[src/rtl/arith_pkg.sv]
// arith_pkg: shared definitions for the multi-cycle arithmetic blocks.
//   stateT    - sequencing states of a multi-cycle operation
//   calcN     - number of chunks needed to cover a given width
//   calcCntW  - width of a chunk counter for N chunks (at least 1 bit)
package arith_pkg;

   typedef enum logic [1:0] {
      IDLE = 2'd0,
      RUN  = 2'd1,
      DONE = 2'd2
   } stateT;

   function automatic int unsigned calcN(input int unsigned width, input int unsigned chunk);
      if (chunk == 0 || width < chunk) return 1;
      return width / chunk;
   endfunction

   function automatic int unsigned calcCntW(input int unsigned n);
      if (n <= 2) return 1;
      return $clog2(n);
   endfunction

endpackage

[src/rtl/chunk_add.sv]
// chunk_add: combinational CHUNK-bit adder slice.
//   a, b  - addend slices
//   cin   - carry in from the previous slice
//   s     - CHUNK-bit sum
//   cout  - carry out of the slice MSB
module chunk_add #(
   parameter int unsigned CHUNK = 8
) (
   input  logic [CHUNK-1:0] a,
   input  logic [CHUNK-1:0] b,
   input  logic             cin,
   output logic [CHUNK-1:0] s,
   output logic             cout
);

   assign {cout, s} = {1'b0, a} + {1'b0, b} + {{CHUNK{1'b0}}, cin};

endmodule

[src/rtl/chunk_adder.sv]
// chunk_adder: multi-cycle WIDTH-bit adder/subtractor, CHUNK bits per clock.
//   clk      - rising-edge clock
//   reset    - asynchronous active-high reset
//   start    - request pulse, accepted in IDLE or DONE
//   sub      - 0: inA+inB, 1: inA-inB (sampled with start)
//   inA, inB - operands (sampled with start)
//   busy     - high while chunks are being processed
//   done     - one-cycle completion pulse
//   ans      - result, held until the next completion
//   carry    - carry out of the MSB (for sub: 1 = no borrow)
//   overflow - two's-complement signed overflow
module chunk_adder
   import arith_pkg::*;
#(
   parameter int unsigned WIDTH = 32,
   parameter int unsigned CHUNK = 8
) (
   input  logic             clk,
   input  logic             reset,
   input  logic             start,
   input  logic             sub,
   input  logic [WIDTH-1:0] inA,
   input  logic [WIDTH-1:0] inB,
   output logic             busy,
   output logic             done,
   output logic [WIDTH-1:0] ans,
   output logic             carry,
   output logic             overflow
);

   localparam int unsigned N    = calcN(WIDTH, CHUNK);
   localparam int unsigned CNTW = calcCntW(N);
   localparam logic [CNTW-1:0] LAST = CNTW'(N - 1);

   generate
      if (CHUNK == 0 || (WIDTH % CHUNK) != 0) begin : gBadParam
         $error("chunk_adder: CHUNK must be nonzero and divide WIDTH evenly");
      end
   endgenerate

   stateT            state;
   stateT            stateNext;
   logic [WIDTH-1:0] opA;
   logic [WIDTH-1:0] opB;
   logic [WIDTH-1:0] partial;
   logic [WIDTH-1:0] fullResult;
   logic [WIDTH-1:0] sumTop;
   logic             cin;
   logic [CNTW-1:0]  count;
   logic             aMsb;
   logic             bMsb;
   logic [CHUNK-1:0] chunkSum;
   logic             chunkCarry;
   logic             accept;
   logic             lastChunk;

   assign accept    = start && (state == IDLE || state == DONE);
   assign lastChunk = (state == RUN) && (count == LAST);

   // Single adder slice, fed each cycle with the low chunk of the shifting operands.
   chunk_add #(
      .CHUNK(CHUNK)
   ) uChunkAdd (
      .a   (opA[CHUNK-1:0]),
      .b   (opB[CHUNK-1:0]),
      .cin (cin),
      .s   (chunkSum),
      .cout(chunkCarry)
   );

   // New sum enters at the top while earlier chunks move down; after N cycles
   // chunk 0 sits in the LSBs. Shift form also covers N == 1 without slicing.
   assign sumTop     = WIDTH'(chunkSum) << (WIDTH - CHUNK);
   assign fullResult = (partial >> CHUNK) | sumTop;

   always_ff @(posedge clk or posedge reset) begin
      if (reset) begin
         state <= IDLE;
      end else begin
         state <= stateNext;
      end
   end

   always_comb begin
      stateNext = state;
      unique case (state)
         IDLE:    if (start) stateNext = RUN;
         RUN:     if (count == LAST) stateNext = DONE;
         DONE:    stateNext = start ? RUN : IDLE;
         default: stateNext = IDLE;
      endcase
   end

   always_ff @(posedge clk or posedge reset) begin
      if (reset) begin
         opA      <= '0;
         opB      <= '0;
         partial  <= '0;
         cin      <= 1'b0;
         count    <= '0;
         aMsb     <= 1'b0;
         bMsb     <= 1'b0;
         ans      <= '0;
         carry    <= 1'b0;
         overflow <= 1'b0;
      end else if (accept) begin
         opA   <= inA;
         opB   <= sub ? ~inB : inB;
         cin   <= sub;
         count <= '0;
         aMsb  <= inA[WIDTH-1];
         bMsb  <= sub ? ~inB[WIDTH-1] : inB[WIDTH-1];
      end else if (state == RUN) begin
         opA     <= opA >> CHUNK;
         opB     <= opB >> CHUNK;
         partial <= fullResult;
         cin     <= chunkCarry;
         count   <= count + CNTW'(1);
         if (lastChunk) begin
            ans      <= fullResult;
            carry    <= chunkCarry;
            // Same-sign operands producing an opposite-sign result.
            overflow <= (aMsb == bMsb) && (fullResult[WIDTH-1] != aMsb);
         end
      end
   end

   assign busy = (state == RUN);
   assign done = (state == DONE);

endmodule

[config.mk]
export PLATFORM = sky130hd
export DESIGN_NAME = chunk_adder
export DESIGN_NICKNAME = d
export VERILOG_FILES = /design/src/rtl/arith_pkg.sv /design/src/rtl/chunk_add.sv /design/src/rtl/chunk_adder.sv
export SDC_FILE = /design/constraint.sdc
export NUM_CORES = 1
export LEC_CHECK = 0
export CORE_MARGIN = 2
export CORE_UTILIZATION = 56
export DETAILED_ROUTE_END_ITERATION = 7
export HOLD_SLACK_MARGIN = 0.12
export PLACE_DENSITY_LB_ADDON = 0.2
export SYNTH_ARGS = -nofsm -noshare
export SYNTH_HDL_FRONTEND = slang
export SYNTH_SLANG_ARGS = --single-unit
[constraint.sdc]
create_clock -name clk -period 7.3 [get_ports clk]
set_input_delay 1.095 -clock clk [delete_from_list [all_inputs] [get_ports clk]]
set_output_delay 1.095 -clock clk [all_outputs]
set_load 0.005 [all_outputs]
==> out/qor.yml, run 1 <==
run_status:
  status: "completed"
sta:
  rsz0062_at_grt: "false"
  setup_viol: 0
  period_minus_slack_ps: 3280
  final.setup.tns_ps: 0
  final_max_slew_viol_count: 0
  clock.fmax_mhz: 305
  slew-limit-headroom_pct: 41.2
  clock_skew_ps: 7.80
  fin_crit_sh_pct: 44.9
  max_slew.worst_pin.slew_ps: 882
  hold_viol: 0
synth:
  async_flop_share_pct: 100
  synth_cell_types: 34
  syn_inst: 584
  muxShareOfSynthArea_pct: 5.12
  yosysWarnings: 0
  ys_ff_latch: 129
  syn_avg_cell_area_um2: 9.75
  synthSimpleGateAreaFrac_pct: 16.4
  synth_compound_area_share_pct: 10.4
  seq_area_frac_synth_pct: 56.7
  synthesis.nets: 662
  synthAdderAreaFrac_pct: 2.46
  synth_area_um2: 5700
  ys.flop_type: "dfrtp_1"
  synth_top_family_by_area: "simple AND/OR/NAND/NOR gates"
  synth_edf_count: 0
  synth-xor-area-share_pct: 5.69
route:
  drt_first_iter_violations: 259
  drc: 0
  routed_wl_um: 12300
  drt-wirelength-per-cell_um: 14.9
  vias: 4384
  via_per_inst: 5.34
  drt_first_pass_iters: 4
  ant_nets: 0
global_route:
  antenna_found_initial: 0
  grt_pass1_vias: 4398
  grt_overflow: 0
  grt_max_degree: 91
  track_usage_pct: 23.8
  grt_pass1_wl_um: 20800
worst_setup_path:
  crit_family: "buffers and inverters"
  rr_endpoint: "ans[0]"
  cp.arrival_ps: 2190
  ff2ff_path_depth: 8
  max_stage_delay_ps: 600
  r2r_start: "state[0]"
  ff2ff_setup_slack_ps: 4560
  crit_type: "register to output port"
  required_ps: 6200
  cpMaxStageDelayCell: "buf_4"
  worst-path-buf-inv: 3
  worstSetupPathDepth: 4
  path_cells: "nand2b_2, buf_4, inv_2, clkdlybuf4s50_1"
  crit_path_end_kind: "output port"
  worstPathMaxFanout: 77
  startpoint_type: "register"
placement:
  place.gp.congestion: 0.819
  placedCellCount: 789
  place_hpwl_um: 8210
  portBuffers: 103
die:
  rows: 36
  design.core.area_um2: 9820
  start_util_pct: 58.0
  die_area_um2: 11000
  die_x_um: 105
  ios: 104
  die_h_um: 105
clocking:
  clk_pin_slew_ps: 70
  post_cts_buffers: 0
  cts_resized: 0
  cts_hold_buf: 0
  tritoncts: "built"
  insertion_delay_ps: 520
  htree_num_levels: 4
  cts.sink_count: 129
  root_buffer: "clkbuf_8"
  cts_made_buffers: 17
  cts_buffer_depth: 2
hold_path:
  hold_path_startpoint: "partial[12]"
  whs_path_depth: 2
  hold_class: "register to register"
  holdPathEnd: "partial[12]"
final_layout:
  stdcell_count: 821
  final_layout_size_suffix_gt1_share_pct: 10.3
  final_cell_mix: "176 x nand2_1, 129 x dfrtp_1, 102 x clkdlybuf4s50_1"
  final_util_pct: 74.6
  syn_to_final_growth_pct: 28.7
  final_nets: 753
  n_antenna_cell: 0
  final_common_cell: "nand2_1"
pwr:
  p_leak_uw: 0.00331
  power_density_nw_per_um2: 467
  fin_total_pwr_uw: 3430
  ir_drop_v: 0.000365
run:
  max_cap_violations: 0
==> state kept, by name, indices dropped and copies added, names as in the netlist <==
name      cells
overflow      1
count         2
carry         1
opB          32
state         2
ans          32
opA          32
aMsb          1
cin           1
partial      24
bMsb          1
==> metal layers <==
| metal | track usage [%] | part of all wire [%] |
|---|---|---|
| met3 | 4.62 | 4.1 |
| met5 | 0 | 0 |
| met1 | 30.6 | 42 |
| met4 | 7.43 | 1.4 |
| met2 | 40.7 | 52 |
==> final cells by class <==
class,instances,area (µm²)
clock inverter,15,134
multi-input combinational,412,2290
clock buffer,17,414
fill,722,2490
timing repair buffer,109,1070
tap,133,166
inverter,6,25.0
sequential,129,3230
==> cells in the mapped netlist (3+ instances only) <==
cell type	n	area share, %
buf_1	5	0.33
buf_2	17	1.5
mux2_2	24	4.7
a21oi_1	11	0.97
inv_1	4	0.26
o21ai_1	3	0.26
a31oi_1	31	3.4
clkbuf_1	15	0.99
dfrtp_1	129	57
xor2_1	28	4.3
a22oi_1	10	1.3
o21ai_0	24	2.1
nand2b_1	3	0.33
nand2_1	176	12
xnor2_1	9	1.4
ha_1	8	1.8
nor2_1	55	3.6
nor2b_1	3	0.33
o22ai_1	9	0.99
==> how the worst max path moves through the flow <==
| stage | from | end |
|---|---|---|
| 2_1_floorplan | reset | aMsb |
| 3_3_place_gp | start | opA[8] |
| 3_5_place_dp | start | opA[10] |
| 4_1_cts | state[0] | busy |
| 5_1_grt | state[0] | busy |
| 6_report | state[0] | busy |
==> cell families (layout without fill, tap and decap cells) <==
| group | Yosys count | in the layout |
|---|---|---|
| multiplexers | 26 | 26 |
| XOR/XNOR | 37 | 37 |
| adder cells (fa/ha/maj) | 10 | 10 |
| flip-flops | 129 | 129 |
| buffers and inverters | 43 | 147 |
| AND/OR/NAND/NOR | 242 | 242 |
| AO/OA/AOI/OAI | 97 | 97 |
==> worst reg2reg max path, stage by stage, from the launching register on <==
cell      delay (ps)
dfrtp_1          420
nand2b_2          80
buf_4            610
inv_2            100
buf_4            340
nand2_1          180
buf_4            410
inv_2            160
mux2_1           340
==> power by group <==
part	internal, µW	switching (µW)	leakage [µW]	total (µW)
logic	628	747	0.00146	1380
registers	1060	209	0.00160	1270
clock network	431	347	0.000259	778
total	2120	1300	0.00331	3430
==> through the flow <==
| step | instance area (µm²) | worst slack [ps] | hold slack, ps |
|---|---|---|---|
| floorplan | 5700 | 2760 | 440 |
| global placement | 6780 | 4350 | 455 |
| detailed placement | 6780 | 4280 | 459 |
| CTS | 7330 | 4000 | 476 |
| global route | 7330 | 3860 | 503 |
| finish | 7330 | 4020 | 469 |
Note: power is estimated with default switching activity, not from simulation.
==> run 2: changes to the inputs <==
CORE_UTILIZATION = 52   (was 56)
clock period = 3.4 ns   (was 7.3 ns; I/O delays follow)
==> run 2 against run 1 <==
- cell count grew 1.2%
- via count shrank 1.6%
- sequential power increased by 110%
- hold slack got worse by 37 ps
- non-clock buffer count rose by 3
- design area increased by 0.85%
- clock-buffer cell count up 2
- global-route usage shrank 1.1 points
- register-to-register slack got worse by 3300 ps
- sequential share of layout area is 0.37 points lower
- critical path type unchanged
==> out/qor.yml, run 2 (synthesis results as in run 1) <==
die:
  die_x_um: 109  # was 105 µm
  die_h_um: 109  # was 105 µm
  rows: 38  # was 36
  die_area_um2: 11800  # was 11000 µm²
  start_util_pct: 53.0  # was 58.0%
  design.core.area_um2: 10700  # was 9820 µm²
  ios: 104  # unchanged
global_route:
  grt_pass1_vias: 4290  # was 4398
  antenna_found_initial: 0  # unchanged
  grt_overflow: 0  # unchanged
  grt_pass1_wl_um: 20700  # was 20800 µm
  met2_usage_pct: 36.1  # was 40.7%
  met1_usage_pct: 30.1  # was 30.6%
  track_usage_pct: 22.7  # was 23.8%
  grtUsageMet3_pct: 5.68  # was 4.62%
  grt_max_degree: 77  # was 91
  busiest_layer: "met2"  # unchanged
final_layout:
  n_antenna_cell: 0  # unchanged
  syn_to_final_growth_pct: 29.8  # was 28.7%
  final_layout_size_suffix_gt1_share_pct: 10.7  # was 10.3%
  fin_area_um2: 7390  # was 7330 µm²
  largestRegisters: "ans: 32 flops, opA: 32 flops, opB: 32 flops"  # unchanged
  final_nets: 756  # was 753
  stdcell_count: 831  # was 821
  final_cell_mix: "176 x nand2_1, 129 x dfrtp_1, 102 x clkdlybuf4s50_1"  # unchanged
  final_common_cell: "nand2_1"  # unchanged
placement:
  placed_cell_area_um2: 6840  # was 6780 µm²
  place_hpwl_um: 8340  # was 8210 µm
  placedCellCount: 799  # was 789
  portBuffers: 103  # unchanged
  place.gp.congestion: 0.816  # was 0.819
clocking:
  cts_hold_buf: 0  # unchanged
  cts_buffer_depth: 2  # unchanged
  insertion_delay_ps: 510  # was 520 ps
  post_cts_buffers: 0  # unchanged
  cts.sink_count: 129  # unchanged
  cts_made_buffers: 17  # unchanged
  htree_num_levels: 4  # unchanged
  root_buffer: "clkbuf_8"  # unchanged
  clk_pin_slew_ps: 60  # was 70 ps
  tritoncts: "built"  # unchanged
  cts_resized: 0  # unchanged
sta:
  final.setup.tns_ps: 0  # unchanged
  period_minus_slack_ps: 2480
  fin_crit_sh_pct: 72.9
  slew-limit-headroom_pct: 41.7  # was 41.2%
  max_slew.worst_pin.slew_ps: 875  # was 882 ps
  clock_skew_ps: 8.86  # was 7.80 ps
  setup_viol: 0  # unchanged
  final_max_slew_viol_count: 0  # unchanged
  rsz0062_at_grt: "false"  # unchanged
  hold_viol: 0  # unchanged
  clock.fmax_mhz: 403
route:
  drt-wirelength-per-cell_um: 14.6  # was 14.9 µm
  via_per_inst: 5.19  # was 5.34
  vias: 4315  # was 4384
  drt_first_iter_violations: 227  # was 259
  drc: 0  # unchanged
  routed_wl_um: 12200  # was 12300 µm
  drt_first_pass_iters: 4  # unchanged
  ant_nets: 0  # unchanged
run_status:
  status: "completed"  # unchanged
worst_setup_path:
  startpoint_type: "register"  # unchanged
  path_cells: "nand2b_2, inv_2, clkdlybuf4s50_1"  # was nand2b_2, buf_4, inv_2, clkdlybuf4s50_1
  cpMaxStageDelayCell: "clkdlybuf4s50_1"  # was buf_4
  crit_path_end_kind: "output port"  # unchanged
  r2r_start: "opA[0]"  # was state[0]
  crit_type: "register to output port"  # unchanged
  max_stage_delay_ps: 580  # was 600 ps
  cp.arrival_ps: 1970  # was 2190 ps
  required_ps: 2890  # was 6200 ps
  worstPathMaxFanout: 22  # was 77
  startpoint: "state[1]"  # was state[0]
run:
  max_cap_violations: 0  # unchanged
hold_path:
  hold_class: "input port to async pin"  # was register to register
pwr:
  p_leak_uw: 0.00334  # was 0.00331 µW
  power_density_nw_per_um2: 997  # was 467 nW/µm²
  ir_drop_v: 0.000531  # was 0.000365 V
run 2: cell types whose count changed in the layout (fill, tap and decap cells not counted), sizes merged:
cell | before | now
inv | 16 | 7
clkbuf | 17 | 19
buf | 7 | 10
clkinv | 1 | 6
bufinv | 0 | 1
clkinvlp | 4 | 5
run 2: cell type report:
cell class | instances | area [µm²]
inverters | 6 | 26.3
well taps | 140 | 175
multi-input cells | 412 | 2290
repair buffers | 112 | 1120
clock inverters | 13 | 111
fillers | 873 | 3350
flip-flops and latches | 129 | 3230
clock buffers | 19 | 442
run 2: worst max-delay path: cells and delay by family (launching register included):
kind	cells	cell delay, ps
simple gates	1	190
buf+inv	2	880
flops	1	380
run 2: power breakdown:
part | switching, µW | internal, µW | total [µW]
Sequential | 435 | 2280 | 2720
Combinational | 1620 | 1370 | 2990
Clock | 650 | 1000 | 1650
Total | 2700 | 4660 | 7370
run 2: path summary, 6_finish.rpt:
| path | endpoint | slack, ps | cells past startpoint |
|---|---|---|---|
| max reg2reg | overflow | 1210 | 7 |
| max in group asynchronous | opB[10] | 2180 | 3 |
| min reg2reg | partial[14] | 480 | 2 |
| max | busy | 920 | 3 |
| min in group clk | partial[14] | 480 | 2 |
| min | opA[28] | 430 | 2 |
run 2: metal layers:
layer | share of wire, % | wire, µm
met5 | 0 | 0
met4 | 2.5 | 301
met2 | 49 | 5930
met1 | 44 | 5380
met3 | 4.6 | 561
run 2: per-stage QoR:
stage	power, µW	util (%)	hold slack, ps	setup WS (ps)
floorplan	4640	-	440	1290
global placement	5630	63.6	455	1240
detailed placement	5750	63.6	462	1190
CTS	7440	68.8	445	897
global route	7970	68.8	490	829
finish	7370	68.8	432	921
==> RTL change 1 (settings of run 2) <==
Re-encode `stateT` (3 states) as one-hot, 3 bits wide.
--- a/src/rtl/arith_pkg.sv
+++ b/src/rtl/arith_pkg.sv
@@ -4,10 +4,10 @@
 //   calcCntW  - width of a chunk counter for N chunks (at least 1 bit)
 package arith_pkg;
 
-   typedef enum logic [1:0] {
-      IDLE = 2'd0,
-      RUN  = 2'd1,
-      DONE = 2'd2
+   typedef enum logic [2:0] {
+      IDLE = 3'b001,
+      RUN  = 3'b010,
+      DONE = 3'b100
    } stateT;
 
    function automatic int unsigned calcN(input int unsigned width, input int unsigned chunk);
Formal check against the unedited RTL: same outputs for any inputs over 10 cycles, from zero or initial values and one cycle with reset high; not proved beyond that.
==> RTL change 1 against run 2 <==
  * Combinational power down 26%
  * Via count down 2.5%
  * Sequential cell count up 1
  * Critical path depth unchanged
  * Wire length down 1.1%
  * Clock power up 17%
  * Synthesized area down 0.64%
  * Final area up 0.58%
  * Core utilization up 0.40 points
  * Critical path type unchanged
  * Setup slack worse by 0.45 ns
  * Total power down 8.8%
  * Register-to-register slack worse by 0.31 ns
==> RTL change 1: results (changes against run 2) <==
Non-Filler Instances = 779 (-6.3%)
Clock root cell = clkbuf_8
PortBufs = 103 (unchanged)
Outcome = finished clean
Yosys cell types = 39 (+15%)
Commonest cells in the netlist = 143 x nand2_1, 129 x dfrtp_1, 34 x xnor2_1
Share of cells above drive strength 1 = 11.11% (+0.40 points)
Fin nets = 704 (-6.9%)
First-pass GRT wire length = 20.10 mm (-2.7%)
Reg2reg path depth = 4 (-3)
Critical path peak fanout = 33 (+50%)
Max_slew headroom = 24.28% (-17 points)
Design internal power = 4.456 mW (-4.4%)
Clock Skews = 0.01387 ns (+0.005012 ns)
Pin count of the biggest net entering global routing = 53 (-31%)
Post-synthesis sequential area ratio = 57.51% (+0.83 points)
Critical Path AT = 2.41 ns (+0.44 ns)
Total CTS buffers = 17 (unchanged)
RePlAce Congestion = 0.8548 (+4.8%)
Post-Syn Instances = 532 (-8.9%)
Leakage power = 3.487 nW (+4.3%)
Cell total after placement = 747 (-6.5%)
Worst setup path startpoint = state[2]$_DFFE_PP0P_
Overall global routing resource usage = 22.27% (-0.44 points)
Via Count = 4,205 (-2.5%)
HPWL after DPL = 7.951 mm (-4.7%)
Synth area leaders = dfrtp_1 57%, nand2_1 9.5%, xnor2_1 5.3%
Iter 0 DRT Violations = 238 (+4.8%)
CP max stage delay = 0.61 ns (+0.03 ns)
Hold path start = partial[13]$_DFFE_PP0P_
Syn nets = 610 (-7.9%)
VDD IR max = 0.4234 mV (-20%)
Ys async rst share = 100.0% (unchanged)
Clk_lat worst skew = 0.51 ns (about the same)
Post-CTS setup buffers = 0 (unchanged)
DR WL/cell = 15.46 um (+5.6%)
Vias in the first global route = 4,113 (-4.1%)
Type of the most critical hold path = flop to flop
Worst r2r src = state[0]$_DFFE_PP1P_
Detailed Routing Iterations Pass 1 = 4 (unchanged)
## RTL change 1: final cells by class
| class | instances | area, um2 |
|---|---|---|
| inverters | 3 | 16.27 |
| well taps | 140 | 175.2 |
| clock inverters | 13 | 209.0 |
| fillers | 822 | 3312 |
| multi-input cells | 364 | 2253 |
| clock buffers | 19 | 421.7 |
| flip-flops and latches | 130 | 3254 |
| repair buffers | 110 | 1104 |
## RTL change 1: final timing paths
check / endpoint / slack [ns]
min reg2reg: partial[13]$_DFFE_PP0P_ / 0.47
min: partial[13]$_DFFE_PP0P_ / 0.47
max reg2reg: opB[10]$_DFFE_PP0P_ / 0.90
min in group asynchronous: opA[11]$_DFFE_PP0P_ / 0.54
max in group asynchronous: partial[25]$_DFFE_PP0P_ / 2.14
max: busy / 0.48
## RTL change 1: cell families (layout without fill, tap and decap cells)
| kind of cell | Yosys count | after routing | share of synthesized area [%] |
|---|---|---|---|
| AO/OA/AOI/OAI | 90 | 90 | 11.76 |
| buffers and inverters | 38 | 145 | 2.808 |
| XOR/XNOR | 37 | 37 | 5.726 |
| AND/OR/NAND/NOR | 200 | 200 | 14.37 |
| adder cells (fa/ha/maj) | 10 | 10 | 2.476 |
| multiplexers | 27 | 27 | 5.350 |
| flip-flops | 130 | 130 | 57.51 |
## RTL change 1: stage by stage
step	setup WS, ns	instance area [um2]
2_1_floorplan	1.119	5663
3_3_place_gp	1.006	6803
3_5_place_dp	0.9065	6803
4_1_cts	0.4660	7433
5_1_grt	0.3726	7433
6_report	0.4756	7433
## RTL change 1: worst register-to-register path, stage by stage, from the launching register on
cell      delay, ns
dfstp_2        0.55
or3b_2         0.14
clkinv_2       0.41
nor2_4         1.04
a221o_1        0.31
## RTL change 1: power groups by stage
stage	Combinational, mW	Sequential [mW]	Clock (mW)
6_report	2.20	2.60	1.93
3_5_place_dp	2.19	2.61	0
4_1_cts	2.22	2.59	1.95
2_1_floorplan	1.55	2.48	0
5_1_grt	2.49	2.67	2.02
3_3_place_gp	2.09	2.58	0
## RTL change 1: routing by layer
layer / GRT usage (%) / vias to the layer above / wire length (um)
met1: 30.26 / 2050 / 5308
met3: 5.124 / 17 / 581
met5: 0 / - / 0
li1: - / 2007 / -
met2: 35.18 / 131 / 5922
met4: 8.333 / 0 / 229
==> RTL change 2 (settings of run 2) <==
Without the edit above. `WIDTH`: 32 -> 48.
--- a/src/rtl/chunk_adder.sv
+++ b/src/rtl/chunk_adder.sv
@@ -12,7 +12,7 @@
 module chunk_adder
    import arith_pkg::*;
 #(
-   parameter int unsigned WIDTH = 32,
+   parameter int unsigned WIDTH = 48,
    parameter int unsigned CHUNK = 8
 ) (
    input  logic             clk,
Interface: changed (resized ans, inA and inB); port bits go from 104 to 152. The function was not compared with the original's and may differ.
==> RTL change 2 against run 2 <==
  * Critical path type is now flop to flop
  * Wire length grew 59%
  * Count of clock-buffer cells in the layout grew 3
  * Setup slack lost 0.035 ns
  * Sequential cell count grew 65
  * Final area grew 46%
  * Total power grew 38%
  * Synthesized area grew 50%
  * Non-clock buffer count grew 51
==> RTL change 2: results (changes against run 2) <==
Outcome = finished clean
Post-CTS setup buffers = 0 (unchanged)
CP max stage delay = 0.50 ns (-0.08 ns)
Iter 0 DRT Violations = 467 (+110%)
Layout clock buffers = 22 (+3)
Slowest-stage cell, CP = fa_1
Clock network area share = 5.777% (-1.7 points)
Met2 Wirelength = 9.361 mm (+58%)
RePlAce Congestion = 0.8557 (+4.9%)
Post-Syn Instances = 963 (+65%)
DR WL/cell = 14.77 um (+0.89%)
Seq cells = 194 (+50%)
Metal-1 WL = 8.657 mm (+61%)
Clock root cell = clkbuf_16
Worst R2R End = ans[46]$_DFFE_PP0P_
Syn nets = 1,074 (+62%)
Via Count = 6,780 (+57%)
Fin crit period = 2.514 ns (+0.03542 ns)
HPWL after DPL = 13.02 mm (+56%)
WHS = 0.4264 ns (-0.005212 ns)
NonClk Buf Share = 15.03% (-0.10 points)
Buffers, non-clock = 163 (+46%)
Critical Path AT = 2.85 ns (+0.88 ns)
Met3 wire length = 945 um (+68%)
Critical path peak fanout = 4 (-82%)
Detailed Routing Iterations Pass 1 = 5 (+1)
Leakage power = 5.059 nW (+51%)
Clk_lat worst skew = 0.43 ns (-0.08 ns)
PwrDens = 943.2 mW/mm2 (-5.4%)
Register area = 0.004855 mm2 (+50%)
Commonest cells in the netlist = 390 x nand2_1, 194 x dfrtp_1, 104 x nor2_1
Cell Area, Placed = 0.01016 mm2 (+49%)
Worst path top cell family by delay = compound AO/OA/AOI/OAI gates
Vias in the first global route = 6,310 (+47%)
Core area = 0.01594 mm2 (+48%)
Non-Filler Instances = 1,312 (+58%)
PortBufs = 151 (+47%)
Clock Skews = 0.007696 ns (-0.001165 ns)
Least-Margin Pin Slew = 1.215 ns (+0.3400 ns)
Reg2reg setup slack = 0.89 ns (-0.32 ns)
Post-synthesis sequential area ratio = 56.95% (+0.27 points)
Share of cells above drive strength 1 = 4.836% (-5.9 points)
Multi-input logic area = 0.003393 mm2 (+48%)
VDD IR max = 0.7145 mV (+34%)
Biggest registers after layout = ans x48, opA x48, opB x48
Number of non-clock inverters in the layout = 5 (-1)
Overall global routing resource usage = 23.00% (+0.30 points)
First-pass GRT wire length = 32.19 mm (+56%)
CP Capture Type = flop
Worst setup path startpoint = opA[0]$_DFFE_PP0P_
Yosys cell types = 39 (+15%)
-- RTL change 2: cell count changes after synthesis, sizes merged, moves of 9 or more --
cell    before  now
nor2        56  104
clkbuf      15   31
o22ai        9   26
buf         22   31
mux2        25    0
nand2      176  390
a31oi       31   48
dfrtp      129  194
xor2        28   43
-- RTL change 2: power by group --
| group | switching (mW) | internal, mW | leakage [nW] |
|---|---|---|---|
| combinational | 2.25 | 1.75 | 2.34 |
| clock | 0.867 | 1.23 | 0.298 |
| sequential | 0.698 | 3.39 | 2.42 |
-- RTL change 2: cells by family (layout without fill, tap and decap cells) --
kind of cell	count (synthesis)	count (layout)	synth area share [%]
and+or+nand+nor	507	507	22.82
DFF	194	194	56.95
AOI/OAI and AO/OA	131	131	9.541
buffers and inverters	67	200	3.449
xor gates and xnor gates	53	53	5.445
adders and majority gates	11	11	1.791
-- RTL change 2: per-layer routing --
layer  track usage, %  up-vias
met2            36.78      188
met5                0        -
met4            7.669        0
met3            4.614       27
met1            31.73     3221
li1                 -     3344
